**config.mk**
```make
export PLATFORM = sky130hd
export DESIGN_NAME = axi_rd_arbiter_flat
export DESIGN_NICKNAME = d
export VERILOG_FILES = /design/src/rtl/axi_rd_arbiter_if.sv /design/src/rtl/axi_rd_arbiter.sv /design/src/flat_wrapper.sv
export SDC_FILE = /design/constraint.sdc
export NUM_CORES = 1
export LEC_CHECK = 0
export CORE_ASPECT_RATIO = 0.7
export CORE_MARGIN = 5
export CORE_UTILIZATION = 31
export DETAILED_ROUTE_END_ITERATION = 6
export GPL_TIMING_DRIVEN = 0
export PLACE_DENSITY_LB_ADDON = 0.2
export REMOVE_ABC_BUFFERS = 1
export SYNTH_ARGS = -nofsm -noshare
export SYNTH_HDL_FRONTEND = slang
export SYNTH_SLANG_ARGS = --single-unit
```
**constraint.sdc**
```tcl
create_clock -name clk -period 1.67 [get_ports clk]
set_input_delay 0.2505 -clock clk [delete_from_list [all_inputs] [get_ports clk]]
set_output_delay 0.2505 -clock clk [all_outputs]
set_load 0.01 [all_outputs]
```
**src/rtl/axi_rd_arbiter_if.sv**
```systemverilog
// rtl/axi_rd_arbiter_if.sv - cache refill request/return and AXI AR/R signal bundle
interface axi_rd_arbiter_if;
  logic        i_rd_req;
  logic [2:0]  i_rd_type;
  logic [31:0] i_rd_addr;
  logic        i_rd_rdy;
  logic        i_ret_valid;
  logic        i_ret_last;
  logic [31:0] i_ret_data;

  logic        d_rd_req;
  logic [2:0]  d_rd_type;
  logic [31:0] d_rd_addr;
  logic        d_rd_rdy;
  logic        d_ret_valid;
  logic        d_ret_last;
  logic [31:0] d_ret_data;

  logic [3:0]  arid;
  logic [31:0] araddr;
  logic [7:0]  arlen;
  logic [2:0]  arsize;
  logic [1:0]  arburst;
  logic [1:0]  arlock;
  logic [3:0]  arcache;
  logic [2:0]  arprot;
  logic        arvalid;
  logic        arready;

  logic [3:0]  rid;
  logic [31:0] rdata;
  logic [1:0]  rresp;
  logic        rlast;
  logic        rvalid;
  logic        rready;

  modport master (
    input  i_rd_req, i_rd_type, i_rd_addr,
    output i_rd_rdy, i_ret_valid, i_ret_last, i_ret_data,
    input  d_rd_req, d_rd_type, d_rd_addr,
    output d_rd_rdy, d_ret_valid, d_ret_last, d_ret_data,
    output arid, araddr, arlen, arsize, arburst, arlock, arcache, arprot, arvalid,
    input  arready,
    input  rid, rdata, rresp, rlast, rvalid,
    output rready
  );

  modport slave (
    output i_rd_req, i_rd_type, i_rd_addr,
    input  i_rd_rdy, i_ret_valid, i_ret_last, i_ret_data,
    output d_rd_req, d_rd_type, d_rd_addr,
    input  d_rd_rdy, d_ret_valid, d_ret_last, d_ret_data,
    input  arid, araddr, arlen, arsize, arburst, arlock, arcache, arprot, arvalid,
    output arready,
    output rid, rdata, rresp, rlast, rvalid,
    input  rready
  );
endinterface

```
**src/rtl/axi_rd_arbiter.sv**
```systemverilog
// rtl/axi_rd_arbiter.sv - round-robin icache/dcache refill arbiter onto one AXI read port
module axi_rd_arbiter #(
  parameter logic [3:0] ID_I = 4'd0,
  parameter logic [3:0] ID_D = 4'd1
) (
  input logic             clk,
  input logic             reset,
  axi_rd_arbiter_if.master bus
);

  typedef enum logic [1:0] {IDLE = 2'd0, WAIT_AR = 2'd1, WAIT_R = 2'd2} req_state_t;
  localparam logic GRANT_I = 1'b0;
  localparam logic GRANT_D = 1'b1;

  req_state_t  state_i, state_i_nxt, state_d, state_d_nxt;
  logic        last_grant, last_grant_nxt;
  logic        ar_valid_q, ar_valid_nxt;
  logic [3:0]  ar_id_q, ar_id_nxt;
  logic [31:0] ar_addr_q, ar_addr_nxt;
  logic [7:0]  ar_len_q, ar_len_nxt;
  logic [2:0]  ar_size_q, ar_size_nxt;

  logic elig_i, elig_d, grant_i, grant_d, ar_fire, beat_i, beat_d;
  logic unused_rresp;

  function automatic logic [31:0] xlate_addr(input logic [2:0] t, input logic [31:0] a);
    return (t == 3'b100) ? {a[31:4], 4'h0} : a;
  endfunction

  function automatic logic [7:0] xlate_len(input logic [2:0] t);
    return (t == 3'b100) ? 8'd3 : 8'd0;
  endfunction

  function automatic logic [2:0] xlate_size(input logic [2:0] t);
    return (t == 3'b100) ? 3'd2 : {1'b0, t[1:0]};
  endfunction

  // A single AR slot: nobody is accepted while it is occupied.
  assign elig_i  = bus.i_rd_req && (state_i == IDLE) && !ar_valid_q;
  assign elig_d  = bus.d_rd_req && (state_d == IDLE) && !ar_valid_q;
  assign grant_i = elig_i && (!elig_d || (last_grant == GRANT_D));
  assign grant_d = elig_d && (!elig_i || (last_grant == GRANT_I));
  assign ar_fire = ar_valid_q && bus.arready;
  assign beat_i  = bus.rvalid && (bus.rid == ID_I) && (state_i == WAIT_R);
  assign beat_d  = bus.rvalid && (bus.rid == ID_D) && (state_d == WAIT_R);

  always_comb begin
    state_i_nxt    = state_i;
    state_d_nxt    = state_d;
    last_grant_nxt = last_grant;
    ar_valid_nxt   = ar_valid_q;
    ar_id_nxt      = ar_id_q;
    ar_addr_nxt    = ar_addr_q;
    ar_len_nxt     = ar_len_q;
    ar_size_nxt    = ar_size_q;

    case (state_i)
      IDLE:    if (grant_i) state_i_nxt = WAIT_AR;
      WAIT_AR: if (ar_fire && (ar_id_q == ID_I)) state_i_nxt = WAIT_R;
      WAIT_R:  if (beat_i && bus.rlast) state_i_nxt = IDLE;
      default: state_i_nxt = IDLE;
    endcase

    case (state_d)
      IDLE:    if (grant_d) state_d_nxt = WAIT_AR;
      WAIT_AR: if (ar_fire && (ar_id_q == ID_D)) state_d_nxt = WAIT_R;
      WAIT_R:  if (beat_d && bus.rlast) state_d_nxt = IDLE;
      default: state_d_nxt = IDLE;
    endcase

    if (ar_fire) ar_valid_nxt = 1'b0;

    // Grants only happen with the AR slot empty, so they never collide with ar_fire.
    if (grant_i) begin
      ar_valid_nxt   = 1'b1;
      ar_id_nxt      = ID_I;
      ar_addr_nxt    = xlate_addr(bus.i_rd_type, bus.i_rd_addr);
      ar_len_nxt     = xlate_len(bus.i_rd_type);
      ar_size_nxt    = xlate_size(bus.i_rd_type);
      last_grant_nxt = GRANT_I;
    end else if (grant_d) begin
      ar_valid_nxt   = 1'b1;
      ar_id_nxt      = ID_D;
      ar_addr_nxt    = xlate_addr(bus.d_rd_type, bus.d_rd_addr);
      ar_len_nxt     = xlate_len(bus.d_rd_type);
      ar_size_nxt    = xlate_size(bus.d_rd_type);
      last_grant_nxt = GRANT_D;
    end
  end

  always_ff @(posedge clk) begin
    if (reset) begin
      state_i    <= IDLE;
      state_d    <= IDLE;
      last_grant <= GRANT_D;
      ar_valid_q <= 1'b0;
      ar_id_q    <= 4'd0;
      ar_addr_q  <= 32'd0;
      ar_len_q   <= 8'd0;
      ar_size_q  <= 3'd0;
    end else begin
      state_i    <= state_i_nxt;
      state_d    <= state_d_nxt;
      last_grant <= last_grant_nxt;
      ar_valid_q <= ar_valid_nxt;
      ar_id_q    <= ar_id_nxt;
      ar_addr_q  <= ar_addr_nxt;
      ar_len_q   <= ar_len_nxt;
      ar_size_q  <= ar_size_nxt;
    end
  end

  assign bus.i_rd_rdy    = grant_i && !reset;
  assign bus.d_rd_rdy    = grant_d && !reset;
  assign bus.i_ret_valid = beat_i && !reset;
  assign bus.d_ret_valid = beat_d && !reset;
  assign bus.i_ret_data  = bus.rdata;
  assign bus.d_ret_data  = bus.rdata;
  assign bus.i_ret_last  = bus.rlast;
  assign bus.d_ret_last  = bus.rlast;

  assign bus.arvalid = ar_valid_q;
  assign bus.arid    = ar_id_q;
  assign bus.araddr  = ar_addr_q;
  assign bus.arlen   = ar_len_q;
  assign bus.arsize  = ar_size_q;
  assign bus.arburst = 2'b01;
  assign bus.arlock  = 2'b00;
  assign bus.arcache = 4'd0;
  assign bus.arprot  = 3'd0;
  assign bus.rready  = 1'b1;

  assign unused_rresp = ^bus.rresp;

endmodule

```
**src/flat_wrapper.sv**
```systemverilog
// flat-port wrapper written by rule: the top's interface ports become plain ports
module axi_rd_arbiter_flat 
#(
  parameter logic [3:0] ID_I = 4'd0,
  parameter logic [3:0] ID_D = 4'd1
)
  (clk, reset, bus_i_rd_req, bus_i_rd_type, bus_i_rd_addr, bus_i_rd_rdy, bus_i_ret_valid, bus_i_ret_last, bus_i_ret_data, bus_d_rd_req, bus_d_rd_type, bus_d_rd_addr, bus_d_rd_rdy, bus_d_ret_valid, bus_d_ret_last, bus_d_ret_data, bus_arid, bus_araddr, bus_arlen, bus_arsize, bus_arburst, bus_arlock, bus_arcache, bus_arprot, bus_arvalid, bus_arready, bus_rid, bus_rdata, bus_rresp, bus_rlast, bus_rvalid, bus_rready);
  axi_rd_arbiter_if bus_i ();
  input logic clk;
  input logic reset;
  input wire logic [$bits(bus_i.i_rd_req)-1:0] bus_i_rd_req;
  input wire logic [$bits(bus_i.i_rd_type)-1:0] bus_i_rd_type;
  input wire logic [$bits(bus_i.i_rd_addr)-1:0] bus_i_rd_addr;
  output wire logic [$bits(bus_i.i_rd_rdy)-1:0] bus_i_rd_rdy;
  output wire logic [$bits(bus_i.i_ret_valid)-1:0] bus_i_ret_valid;
  output wire logic [$bits(bus_i.i_ret_last)-1:0] bus_i_ret_last;
  output wire logic [$bits(bus_i.i_ret_data)-1:0] bus_i_ret_data;
  input wire logic [$bits(bus_i.d_rd_req)-1:0] bus_d_rd_req;
  input wire logic [$bits(bus_i.d_rd_type)-1:0] bus_d_rd_type;
  input wire logic [$bits(bus_i.d_rd_addr)-1:0] bus_d_rd_addr;
  output wire logic [$bits(bus_i.d_rd_rdy)-1:0] bus_d_rd_rdy;
  output wire logic [$bits(bus_i.d_ret_valid)-1:0] bus_d_ret_valid;
  output wire logic [$bits(bus_i.d_ret_last)-1:0] bus_d_ret_last;
  output wire logic [$bits(bus_i.d_ret_data)-1:0] bus_d_ret_data;
  output wire logic [$bits(bus_i.arid)-1:0] bus_arid;
  output wire logic [$bits(bus_i.araddr)-1:0] bus_araddr;
  output wire logic [$bits(bus_i.arlen)-1:0] bus_arlen;
  output wire logic [$bits(bus_i.arsize)-1:0] bus_arsize;
  output wire logic [$bits(bus_i.arburst)-1:0] bus_arburst;
  output wire logic [$bits(bus_i.arlock)-1:0] bus_arlock;
  output wire logic [$bits(bus_i.arcache)-1:0] bus_arcache;
  output wire logic [$bits(bus_i.arprot)-1:0] bus_arprot;
  output wire logic [$bits(bus_i.arvalid)-1:0] bus_arvalid;
  input wire logic [$bits(bus_i.arready)-1:0] bus_arready;
  input wire logic [$bits(bus_i.rid)-1:0] bus_rid;
  input wire logic [$bits(bus_i.rdata)-1:0] bus_rdata;
  input wire logic [$bits(bus_i.rresp)-1:0] bus_rresp;
  input wire logic [$bits(bus_i.rlast)-1:0] bus_rlast;
  input wire logic [$bits(bus_i.rvalid)-1:0] bus_rvalid;
  output wire logic [$bits(bus_i.rready)-1:0] bus_rready;
  assign bus_i.i_rd_req = bus_i_rd_req;
  assign bus_i.i_rd_type = bus_i_rd_type;
  assign bus_i.i_rd_addr = bus_i_rd_addr;
  assign bus_i_rd_rdy = bus_i.i_rd_rdy;
  assign bus_i_ret_valid = bus_i.i_ret_valid;
  assign bus_i_ret_last = bus_i.i_ret_last;
  assign bus_i_ret_data = bus_i.i_ret_data;
  assign bus_i.d_rd_req = bus_d_rd_req;
  assign bus_i.d_rd_type = bus_d_rd_type;
  assign bus_i.d_rd_addr = bus_d_rd_addr;
  assign bus_d_rd_rdy = bus_i.d_rd_rdy;
  assign bus_d_ret_valid = bus_i.d_ret_valid;
  assign bus_d_ret_last = bus_i.d_ret_last;
  assign bus_d_ret_data = bus_i.d_ret_data;
  assign bus_arid = bus_i.arid;
  assign bus_araddr = bus_i.araddr;
  assign bus_arlen = bus_i.arlen;
  assign bus_arsize = bus_i.arsize;
  assign bus_arburst = bus_i.arburst;
  assign bus_arlock = bus_i.arlock;
  assign bus_arcache = bus_i.arcache;
  assign bus_arprot = bus_i.arprot;
  assign bus_arvalid = bus_i.arvalid;
  assign bus_i.arready = bus_arready;
  assign bus_i.rid = bus_rid;
  assign bus_i.rdata = bus_rdata;
  assign bus_i.rresp = bus_rresp;
  assign bus_i.rlast = bus_rlast;
  assign bus_i.rvalid = bus_rvalid;
  assign bus_rready = bus_i.rready;
  axi_rd_arbiter #(.ID_I(ID_I), .ID_D(ID_D)) u_core (.clk(clk), .reset(reset), .bus(bus_i));
endmodule
```
==> summary by stage, run 1 <==
Logic synthesis
The largest total area in the synthesized netlist belongs to sky130_fd_sc_hd__dfxtp_1. Of the total synthesized cell area, the portion taken by XOR and XNOR cells is 0%. The count of mapped cells out of synthesis is 302. In the synthesized netlist, mux cells make up 0% of the area.

The distinct cell type count after synthesis is 33. Among all cell types in the netlist, the one instantiated most often is sky130_fd_sc_hd__buf_4. The area of the mapped netlist is between 0.002 and 0.003 mm2. Yosys printed 0 warnings.

The async set or reset register ratio after synthesis is 0%. The top cell type by area accounts for about a third of the synthesized area. The combinational family with the most area after synthesis is buffers and inverters. Ranked by total cell area, the synthesized netlist is headed by sky130_fd_sc_hd__dfxtp_1, sky130_fd_sc_hd__buf_4, sky130_fd_sc_hd__nor3_2, sky130_fd_sc_hd__o22ai_1, sky130_fd_sc_hd__nor2_1. The most common flop cell mapped by yosys is sky130_fd_sc_hd__dfxtp_1. After synthesis, the most frequently instantiated cells are sky130_fd_sc_hd__buf_4, sky130_fd_sc_hd__dfxtp_1, sky130_fd_sc_hd__nor2_1. The sequential-to-total area share from yosys stat is around 32%. The synthesis-stage register bit count is 42. Summing the areas of all fa, ha and maj instances in the mapped netlist gives 0% of the synthesized area. Summing the areas of all compound-gate instances in the mapped netlist gives 13.5% of the synthesized area.

After Yosys synthesis, and, or, nand and nor cells account for 25.2% of the synthesized area. The number of enable-type register cells in the synthesized netlist is 0. The synthesized area per cell is about 8.7 um2.

Placement
The wire-length estimate of the detail-placed layout is approximately 8.4 mm. The worst slack at placement is -1.52 ns. The count of buffers added on input and output ports is approximately 120. Including well taps, the total number of placed cells is ~450. At the end of routability-driven placement, the weighted congestion stood at between 0.7 and 0.8.

STA
After layout, the minimum clock period comes to about 1.7 ns. The relative slew slack is about 52%. The max-slew violation total from the final report is 0. The worst setup skew after layout is a little under 0.004 ns.

Once routing completed, OpenROAD measured the worst setup slack at -0.0509 ns. The transition time of the tightest slew-check pin is 0.715 ns. The total negative setup slack is -0.0509 ns. Setup violations remaining at the end of the flow were counted as 1.

The top achievable clock speed is around 580 MHz. The minimum hold slack is ~0.50 ns. The count of final hold-check violations was 0. The fraction of the cycle the final worst path needs is 103%.

Setup repair after global routing could not meet its margin everywhere.

Final layout
The diode insertion count for antenna repair is 0. The count of nets after finishing is roughly 490. The number of filler cells placed in the layout is ~830. The fraction of final layout cells sized beyond drive strength 1 is roughly a quarter.

The post-synthesis to final-layout area growth is 47.6%. The final standard cell count with taps included and fillers excluded is around 480.

Pwr
Dividing total power by cell area gives a power density of 962 mW/mm2. The clock network power share is approximately 30%. The cell-internal power is around 2.6 mW. Net switching is 30.5% of the power.

Of the total power, registers draw 33.9%. The proportion of power drawn by combinational gates is 36.6%. The analysis attributes to net switching a power of about 1.1 mW. In this run the static leakage power is between 1 and 1.5 nW.

The peak supply drop is 0.399 mV.

Die
The die is roughly 87 um tall. Measured along the x axis, the die boundary spans ~120 um. The standard cell core area is ~0.0083 mm2. The total I/O pin count is 245. The total number of placement rows is 28.

Once the floorplan was initialized, standard cells occupied about a third of the core. The die area is approximately 0.010 mm2.

Global route
The number of global-route vias before repair is roughly 2300. The total congestion overflow is 0. In the global route stage, overall resource usage came out at roughly a fifth. The first global-routing pass estimated between 15 and 20 mm of wire. The initial antenna violation count is 0. Entering global routing, the biggest net connects 31 pins.

Status
The checks that failed: negative setup slack. The run finished, with violations left.

Clock tree
Clock-pin slew was measured on the worst setup and hold paths at roughly 0.060 ns. The cell chosen for the clock root is sky130_fd_sc_hd__clkbuf_16. The number of buffers inserted during clock tree synthesis is 5. The insertion delay to the later sink of the worst-skew pair is between 0.2 and 0.3 ns. The H-tree was split into 2 levels.

In this run, post-CTS hold repair placed 0 buffers. The maximum clock insertion buffer count is 2. For this design, the sink count on the clock tree is 42.

TritonCTS built the clock tree.

Worst setup path
The required time of the critical path is roughly 1.4 ns. The cell repeated most along the worst path is sky130_fd_sc_hd__buf_6. The biggest fanout along the worst timing path is 5. The worst-path cell with the longest stage delay is sky130_fd_sc_hd__dfxtp_4.

The worst setup path is captured at an output port. The category of the most critical setup path is reg2out. The critical path startpoint is u_core.state_i[1]$_SDFFE_PP0P_.

On the worst path, the slowest cell contributes a delay of roughly 0.37 ns. Walking the worst path, the cells encountered are nor4b_4 -> o41ai_4 -> buf_6 -> nor2_4 -> buf_6. The worst register-to-register path begins at u_core.state_i[1]$_SDFFE_PP0P_. The worst setup path is launched from a register. STA puts the critical path data arrival time at approximately 1.5 ns.

Routing
The post-detailed-route via-to-cell ratio is about 5. The number of detailed-route iterations in the first pass is 4. The DRC violation total after the first TritonRoute iteration is slightly above 90. After detailed routing, the number of remaining DRC violations is 0.

In the final routed layout, each cell accounts on average for approximately 24 um. The number of nets still failing antenna checks after routing is 0. For this block, the via count after detailed routing is between 2000 and 2500. The total detailed-routing wirelength is 11.4 mm.

Min path
The worst hold path begins at bus_rdata[14]. The min-delay analysis places its worst path in the category in2out.

Job
Max-cap violations in this run came to 0.
==> final timing paths <==
path,endpoint,depth (start not counted),slack [ns]
worst max-delay path,bus_i_rd_rdy,5,-0.05
worst min register to register,u_core.bus.arid[0]$_SDFFE_PP0P_,2,0.50
worst max register to register,u_core.bus.araddr[23]$_SDFFE_PP0P_,5,0.02
worst min-delay path,bus_i_ret_data[14],0,0.50
==> power by group through the flow <==
stage               Clock [mW]  Sequential, mW  Combinational [mW]
floorplan                    0            1.33               0.441
global route              1.18            1.28                1.46
detailed placement           0            1.27                1.15
CTS                       1.14            1.25                1.24
finish                    1.10            1.26                1.36
global placement             0            1.27                1.12
==> cells by family after synthesis <==
kind of cell    Yosys count
buf+inv                 106
simple gates             99
compound gates           53
flops                    42
other cells               2
==> cell usage in the layout (no fill, tap or decap), types with 2 or more instances in the layout <==
cell                                n
sky130_fd_sc_hd__nor2_1            33
sky130_fd_sc_hd__inv_1              3
sky130_fd_sc_hd__buf_4             13
sky130_fd_sc_hd__clkbuf_16          5
sky130_fd_sc_hd__nor2b_1            4
sky130_fd_sc_hd__buf_2              4
sky130_fd_sc_hd__conb_1            22
sky130_fd_sc_hd__dfxtp_1           37
sky130_fd_sc_hd__nor2_2             2
sky130_fd_sc_hd__clkdlybuf4s50_1  113
sky130_fd_sc_hd__nor3_2            25
sky130_fd_sc_hd__dlygate4sd2_1      6
sky130_fd_sc_hd__a21oi_1            8
sky130_fd_sc_hd__nand2_4            2
sky130_fd_sc_hd__nand3b_1           2
sky130_fd_sc_hd__buf_6              3
sky130_fd_sc_hd__nand2b_1           3
sky130_fd_sc_hd__dfxtp_4            4
sky130_fd_sc_hd__clkbuf_1           2
sky130_fd_sc_hd__nor3_1             6
sky130_fd_sc_hd__nand2_8            4
sky130_fd_sc_hd__nand3_1            5
sky130_fd_sc_hd__nor4b_4            3
sky130_fd_sc_hd__nand2_1            6
sky130_fd_sc_hd__a32oi_1            3
sky130_fd_sc_hd__o22ai_2           13
sky130_fd_sc_hd__or4b_4             2
sky130_fd_sc_hd__o21ai_0            5
sky130_fd_sc_hd__o22ai_1           17
==> cell type report <==
class	count	area [um2]	area share (%)
Timing Repair Buffer	141	1380	35.7
Multi-Input combinational cell	178	1320	34.2
Sequential cell	42	857	22.2
Clock buffer	7	133	3.43
Tap cell	105	131	3.40
Clock inverter	1	30.0	0.778
Inverter	3	11.3	0.292
==> stage by stage <==
step / area, um2 / power [mW] / util (%)
2_1_floorplan: 1950 / 1.77 / -
4_1_cts: 3670 / 3.63 / 44.0
3_3_place_gp: 3320 / 2.38 / 39.8
3_5_place_dp: 3370 / 2.42 / 40.4
6_report: 3860 / 3.71 / 46.3
5_1_grt: 3860 / 3.91 / 46.3
==> worst max-delay path: cells and delay by family, from the launching register on <==
family                 cells  cell delay [ns]
buffers and inverters      2             0.26
AND/OR/NAND/NOR            2             0.41
AO/OA/AOI/OAI              1             0.15
flip-flops                 1             0.37
==> state kept, by name, summed over array words and instances (netlist names) <==
register	cells
u_core.bus.arlen	1
u_core.bus.arsize	2
u_core.bus.arid	1
u_core.bus.araddr	32
u_core.bus.arvalid	1
u_core.state_d	2
u_core.last_grant	1
u_core.state_i	2
==> timing repair <==
action,4_1_cts,5_1_grt
endpoints found under the setup margin,38,23
endpoints found under the hold margin,0,0
gates resized for setup,43,23
setup buffers,9,5
pin swaps,6,18
gates cloned,1,3
==> layer usage <==
metal / wire length (um) / GRT usage, % / vias up
li1: - / - / 1079
met1: 4580 / 23.5 / 1071
met2: 4240 / 25.8 / 174
met3: 2470 / 21.8 / 8
met4: 93 / 3.43 / 2
met5: 68 / 6.73 / -
Power figures use the tool's default switching activity.
==> inputs of run 2 (changes only) <==
Settings changed: SKIP_LAST_GASP from default to 1.
==> run 2 against run 1 <==
Effect of this change:
- the run still ends with negative setup slack left
- clock power barely moved
- worst setup slack worse by 0.0088 ns
- hold slack is the same
- critical path depth did not move
- sequential cell count unchanged
- combinational power is 4% lower
- first-iteration DRC count shrank 22%
- final cell count fell by 0.84%
- largest power group unchanged
- highest routed layer unchanged
==> summary by stage, run 2 (synthesis gave the netlist of run 1 again) <==
Status
The flow ran to the end, but the final reports show violations. The final reports fail on negative setup slack.

Routing
The total detailed-routing wirelength is 11.2 mm (-1.9%). The total number of vias was 2323 (-0.47%). The number of detailed-route iterations in the first pass came to 4 (unchanged). The number of nets still failing antenna checks after routing is 0 (unchanged). The detail-routed net length per standard cell is 23.7 um (-1.1%). The count of unresolved DRC violations after routing is 0 (unchanged). The DRC violation total after the first TritonRoute iteration is 72 (-22%).

The post-detailed-route via-to-cell ratio is 4.91 (+0.37%).

Worst setup path
The number of cells on the worst reg-to-reg path came to 4 (-1). The required time of the critical path is 1.42 ns (about the same). The category of the most critical setup path is reg2out.

The biggest fanout along the worst timing path came to 5 (unchanged). The critical path startpoint category is a register. The endpoint type of the worst setup path is an output port. The arrival time of the worst setup path is 1.48 ns (about the same).

Placement
The quantity of I/O buffers inserted on ports came to 124 (unchanged). The placer's final routability congestion estimate was 0.745 (unchanged). The final HPWL from detailed placement was 8.45 mm (unchanged).

The worst slack at placement is -1.52 ns (unchanged).

Final layout
In the layout the commonest cells are sky130_fd_sc_hd__clkdlybuf4s50_1, sky130_fd_sc_hd__dfxtp_1, sky130_fd_sc_hd__nor2_1. From synthesis to final layout, the design area changed by 45.0%. The fraction of final layout cells sized beyond drive strength 1 is 22.8% (-1.6 points). The diode insertion count for antenna repair is 0 (unchanged). The most common cell after layout, fill and taps aside is sky130_fd_sc_hd__clkdlybuf4s50_1.

The area occupied by multi-input gates is 0.00127 mm2 (-4.2%). The number of flip-flops under the largest register name was 32 (unchanged). The count of nets after finishing is 482 (-0.82%). The sequential cell area is 860 um2 (+0.29%). The number of filler cells placed in the layout is 828 (unchanged).

Die
The effective utilization at floorplan was 31.4% (unchanged). The total number of placement rows is 28 (unchanged). The die area was 0.0104 mm2 (unchanged). The height of the die is 86.9 um (unchanged). The total I/O pin count is 245 (unchanged).

The horizontal die dimension was 120 um (unchanged). The standard cell core area is 0.00834 mm2 (unchanged).

STA
The worst setup skew after layout is 0.00457 ns (+0.000611 ns). The transition time of the tightest slew-check pin came to 0.710 ns (-0.00499 ns). The minimum setup slack in the final design came to -0.0597 ns (-0.00880 ns).

Setup repair after global routing could not meet its margin everywhere. The count of final hold-check violations is 0 (unchanged). The fraction of the cycle the final worst path needs is 104% (+0.53 points). The max-slew violation total from the final report was 0 (unchanged). The minimum hold slack is 0.501 ns (unchanged). The minimum clock period after layout is 1.73 ns (+0.00880 ns). The top achievable clock speed came to 578 MHz (-0.51%). The relative slew slack is 52.6% (+0.33 points). The total setup violations reported at the end of the flow was 1 (unchanged).

Clock tree
The clock-pin transition on the worst setup and hold timing paths came to 0.06 ns (about the same). The cell chosen for the clock root is sky130_fd_sc_hd__clkbuf_16. The insertion delay to the later sink of the worst-skew pair is 0.28 ns (about the same).

The number of H-tree levels came to 2 (unchanged). The number of sinks handled by clock tree synthesis is 42 (unchanged). The CTS tree is built. The maximum clock insertion buffer count came to 2 (unchanged). The cts-stage hold buffer count is 0 (unchanged).

The number of buffers inserted during clock tree synthesis is 5 (unchanged).

Global route
The pin count of the biggest net entering global routing is 31 (unchanged). The combined global-route utilization of all metal layers came to 20.6% (unchanged). The wire length of the first global-routing pass came to 15.6 mm (unchanged). The number of global-route vias before repair came to 2335 (unchanged).

The total congestion overflow was 0 (unchanged). The initial antenna violation count came to 0 (unchanged).

Min path
The number of instances on the worst hold path is 0 (unchanged). The tightest min-delay check is of the in2out type.

Pwr
The static leakage power is 1.42 nW (-2.3%). The peak supply drop is 0.405 mV (+1.5%). The ratio of total power to cell area is 967 mW/mm2 (+0.54%).

Job
The number of max-cap violations is 0 (unchanged).
## run 2: cell types whose count changed in the layout (fill, tap and decap cells not counted), sizes merged
cell   previous run  this run
buf              22        20
nand2            12        10
## run 2: timing repair
action                                  in CTS  in global routing
hold endpoints to repair                     0                  0
pin swaps                                    6                  7
buffers inserted                             9                  3
endpoints found under the setup margin      38                 23
gates cloned                                 1                  1
resized for setup                           42                 20
## run 2: worst paths after layout
check | start | endpoint | slack (ns)
worst min-delay path | bus_rdata[14] | bus_i_ret_data[14] | 0.50
worst max-delay path | u_core.state_i[1]$_SDFFE_PP0P_ | bus_i_rd_rdy | -0.06
worst max register to register | u_core.bus.arvalid$_SDFFE_PP0P_ | u_core.bus.araddr[17]$_SDFFE_PP0P_ | 0.02
worst min register to register | u_core.bus.arid[0]$_SDFFE_PP0P_ | u_core.bus.arid[0]$_SDFFE_PP0P_ | 0.50
## run 2: critical path, stage by stage, from the launching register on
cell	delay (ns)
sky130_fd_sc_hd__dfxtp_4	0.37
sky130_fd_sc_hd__nor4b_4	0.35
sky130_fd_sc_hd__o41ai_4	0.15
sky130_fd_sc_hd__buf_6	0.16
sky130_fd_sc_hd__nor2_4	0.07
sky130_fd_sc_hd__buf_6	0.10
## run 2: metrics by stage
step                      power [mW]  instances  util, %  setup TNS (ns)  cell area [um2]
after detailed placement        2.42        451     40.4          -34.49             3370
after floorplan                 1.77        219        -           -9.50             1950
after global placement          2.38        448     39.8          -63.11             3320
final                           3.67        473     45.5         -0.0597             3790
after global routing            3.86        473     45.5          -0.366             3790
after CTS                       3.63        469     44.1          -0.161             3670
## run 2: final cells by class
type | instances | share of cell area, %
repair buffers | 139 | 35.9
multi-input cells | 176 | 33.4
flip-flops and latches | 42 | 22.7
clock buffers | 7 | 3.50
well taps | 105 | 3.46
clock inverters | 1 | 0.792
inverters | 3 | 0.297
## run 2: layer usage
| metal | GRT usage, % | share of wire, % | wire, um | vias up |
|---|---|---|---|---|
| met1 | 23.5 | 38 | 4300 | 1063 |
| met2 | 25.8 | 38 | 4220 | 181 |
| met3 | 21.8 | 23 | 2570 | 8 |
| met5 | 6.73 | 0.61 | 68 | - |
| li1 | - | - | - | 1069 |
| met4 | 3.43 | 0.64 | 72 | 2 |
## run 2: report_power, final
group | switching [mW] | internal (mW)
Clock | 0.401 | 0.708
Combinational | 0.599 | 0.708
Sequential | 0.105 | 1.15
Total | 1.10 | 2.57
==> inputs of run 3 (changes only) <==
Settings changed: PLACE_DENSITY from default to 0.86, PLACE_DENSITY_LB_ADDON 0.2 to default.
==> run 3 against run 2 <==
Effect of this change:
- the flow still finishes with violations (negative setup slack)
- register-to-register slack gained 0.02 ns
- non-clock buffer count shrank 1
- final area grew 1.7%
- sequential share of layout area shrank 0.52 points
- final cell count shrank 0.21%
- die area is the same
- worst setup slack lost 0.026 ns
- global-route usage is essentially flat
- fmax shrank 1.5%
- count of clock-buffer cells in the layout shrank 1
- critical path type unchanged
- critical endpoint unchanged
- largest cell class unchanged
- largest power group unchanged
- highest routed layer unchanged
==> summary by stage, run 3 (synthesis gave the netlist of run 1 again) <==
Placement
The worst slack at placement was -1.41 ns (+0.111 ns). The final HPWL from detailed placement was 8.22 mm (-2.7%). The placer's final routability congestion estimate is 0.764 (+2.5%). The quantity of I/O buffers inserted on ports is 124 (unchanged).

Pwr
The post-layout total power is 3.93 mW (+7.2%). The peak supply drop is 0.429 mV (+6.1%). The ratio of total power to cell area is 1020 mW/mm2 (+5.4%). The static leakage power is 1.46 nW (+2.3%).

Worst setup path
The worst setup path is of the reg2out kind. Walking the worst path, the cells encountered are nor4b_4 -> o41ai_4 -> buf_8 -> nor2_4 -> buf_6. The slowest stage of the critical path is the sky130_fd_sc_hd__dfxtp_4 cell. The worst setup path is launched from a register.

The biggest fanout along the worst timing path is 4 (-1). The delay of the slowest cell on the worst path is 0.36 ns (about the same). In this run the critical register-to-register path is launched from u_core.last_grant$_SDFFE_PP1P_. The endpoint type of the worst setup path is an output port. The arrival time of the worst setup path came to 1.51 ns (+0.03 ns). The required time of the critical path was 1.42 ns (about the same). The kind of cell adding the most delay to the critical path is simple AND/OR/NAND/NOR gates. The number of cells on the worst reg-to-reg path is 5 (+1). The reg-to-reg critical path endpoint is u_core.bus.araddr[3]$_SDFFE_PP0P_. The setup slack of the most critical reg-to-reg path came to 0.04 ns (+0.02 ns). The number of buffers and inverters on the critical path came to 2 (unchanged).

Die
The height of the die is 86.9 um (unchanged). The standard cell core area is 0.00834 mm2 (unchanged). The total I/O pin count was 245 (unchanged). The effective utilization at floorplan is 31.4% (unchanged). The horizontal die dimension was 120 um (unchanged). The die area is 0.0104 mm2 (unchanged). The total number of placement rows is 28 (unchanged).

Routing
The total detailed-routing wirelength is 11.1 mm (-0.80%). The number of nets still failing antenna checks after routing is 0 (unchanged). The post-detailed-route via-to-cell ratio was 5.02 (+2.3%). The count of unresolved DRC violations after routing is 0 (unchanged).

The detail-routed net length per standard cell is 23.6 um (-0.59%). The total number of vias is 2371 (+2.1%). The number of detailed-route iterations in the first pass is 4 (unchanged). The DRC violation total after the first TritonRoute iteration is 112 (+56%).

Final layout
The number of flip-flops under the largest register name is 32 (unchanged). The fraction of final layout cells sized beyond drive strength 1 is 24.8% (+2.0 points). The count of nets after finishing is 481 (-0.21%). The most common cell after layout, fill and taps aside is sky130_fd_sc_hd__clkdlybuf4s50_1. The diode insertion count for antenna repair is 0 (unchanged).

The final cell utilization of the core came to 46.3% (+0.80 points). In the layout the commonest cells are sky130_fd_sc_hd__clkdlybuf4s50_1, sky130_fd_sc_hd__dfxtp_1, sky130_fd_sc_hd__nor2_1. The post-synthesis to final-layout area growth is 47.5%.

Clock tree
The maximum clock insertion buffer count is 2 (unchanged). The number of H-tree levels is 2 (unchanged). The insertion delay to the later sink of the worst-skew pair is 0.29 ns (about the same). The number of sinks handled by clock tree synthesis is 42 (unchanged). The tree is rooted in a sky130_fd_sc_hd__clkbuf_16.

TritonCTS built the clock tree. The clock-pin transition on the worst setup and hold timing paths is 0.06 ns (about the same). The number of buffers inserted during clock tree synthesis is 5 (unchanged). The cts-stage hold buffer count is 0 (unchanged).

Job
The number of max-cap violations is 0 (unchanged).

Status
The final reports fail on negative setup slack. The flow ran to the end, but the final reports show violations.

Min path
The number of instances on the worst hold path is 2 (+2). The class of the most critical hold timing path is in2reg. The startpoint of the worst hold path is reset. The capture endpoint of the worst hold path is u_core.state_i[1]$_SDFFE_PP0P_.

STA
The fraction of the cycle the final worst path needs is 105% (+1.6 points). The total setup violations reported at the end of the flow was 1 (unchanged). The worst setup skew after layout was 0.00886 ns (+0.00429 ns).

The minimum hold slack was 0.419 ns (-0.0816 ns). The total negative setup slack is -0.0856 ns (-0.0259 ns). The count of final hold-check violations was 0 (unchanged). Setup repair after global routing could not meet its margin everywhere. The minimum clock period after layout was 1.76 ns (+0.0259 ns). The minimum setup slack in the final design came to -0.0856 ns (-0.0259 ns). The max-slew violation total from the final report is 0 (unchanged). The top achievable clock speed was 570 MHz (-1.5%).

Global route
The combined global-route utilization of all metal layers is 20.6% (about the same). The pin count of the biggest net entering global routing is 31 (unchanged). The wire length of the first global-routing pass is 15.8 mm (+1.7%). The total congestion overflow is 0 (unchanged). The number of global-route vias before repair is 2606 (+12%). The initial antenna violation count is 0 (unchanged).
-- run 3: changes by cell type in the layout (fill, tap and decap cells not counted), moves of 2 or more --
cell                       change
sky130_fd_sc_hd__dfxtp_4       -2
sky130_fd_sc_hd__o22ai_2       +6
sky130_fd_sc_hd__o22ai_1       -6
sky130_fd_sc_hd__dfxtp_2       +2
sky130_fd_sc_hd__clkbuf_1      -2
-- run 3: worst max path at each step --
stage / cells past startpoint / slack (ns) / start / end
2_1_floorplan: 3 / -0.32 / u_core.state_d[0]$_SDFFE_PP0P_ / u_core.bus.araddr[3]$_SDFFE_PP0P_
3_3_place_gp: 4 / -1.80 / reset / bus_i_ret_valid
3_5_place_dp: 5 / -1.41 / bus_d_rd_req / bus_d_rd_rdy
4_1_cts: 5 / -0.09 / u_core.state_i[0]$_SDFFE_PP0P_ / bus_i_rd_rdy
5_1_grt: 5 / -0.14 / u_core.state_i[0]$_SDFFE_PP0P_ / bus_i_rd_rdy
6_report: 5 / -0.09 / u_core.state_i[0]$_SDFFE_PP0P_ / bus_i_rd_rdy
-- run 3: metal layers --
layer	GRT usage, %	wire, um	vias to the layer above
li1	-	-	1070
met1	24.2	4510	1106
met2	27.4	4440	183
met3	18.6	2070	10
met4	3.43	59	2
met5	6.73	63	-
-- run 3: final cells by class --
class / instances / area (um2)
flip-flops and latches: 42 / 855
multi-input cells: 176 / 1310
repair buffers: 138 / 1350
inverters: 3 / 11.3
clock inverters: 2 / 60.1
clock buffers: 6 / 139
fillers: 796 / 4480
well taps: 105 / 131
-- run 3: metrics by stage --
step | cells | cell area (um2)
finish | 472 | 3860
global route | 472 | 3860
CTS | 470 | 3720
detailed placement | 451 | 3360
global placement | 448 | 3320
floorplan | 219 | 1950
-- run 3: report_power, final --
part,leakage (nW),switching (mW),internal (mW)
clock,0.0971,0.421,0.898
combinational,1.01,0.622,0.723
sequential,0.351,0.119,1.15
-- run 3: what timing repair did --
item,4_1_cts,5_1_grt
setup endpoints to repair,37,37
gates cloned,1,1
setup buffers,10,1
pin swaps,4,6
gates resized for setup,41,25
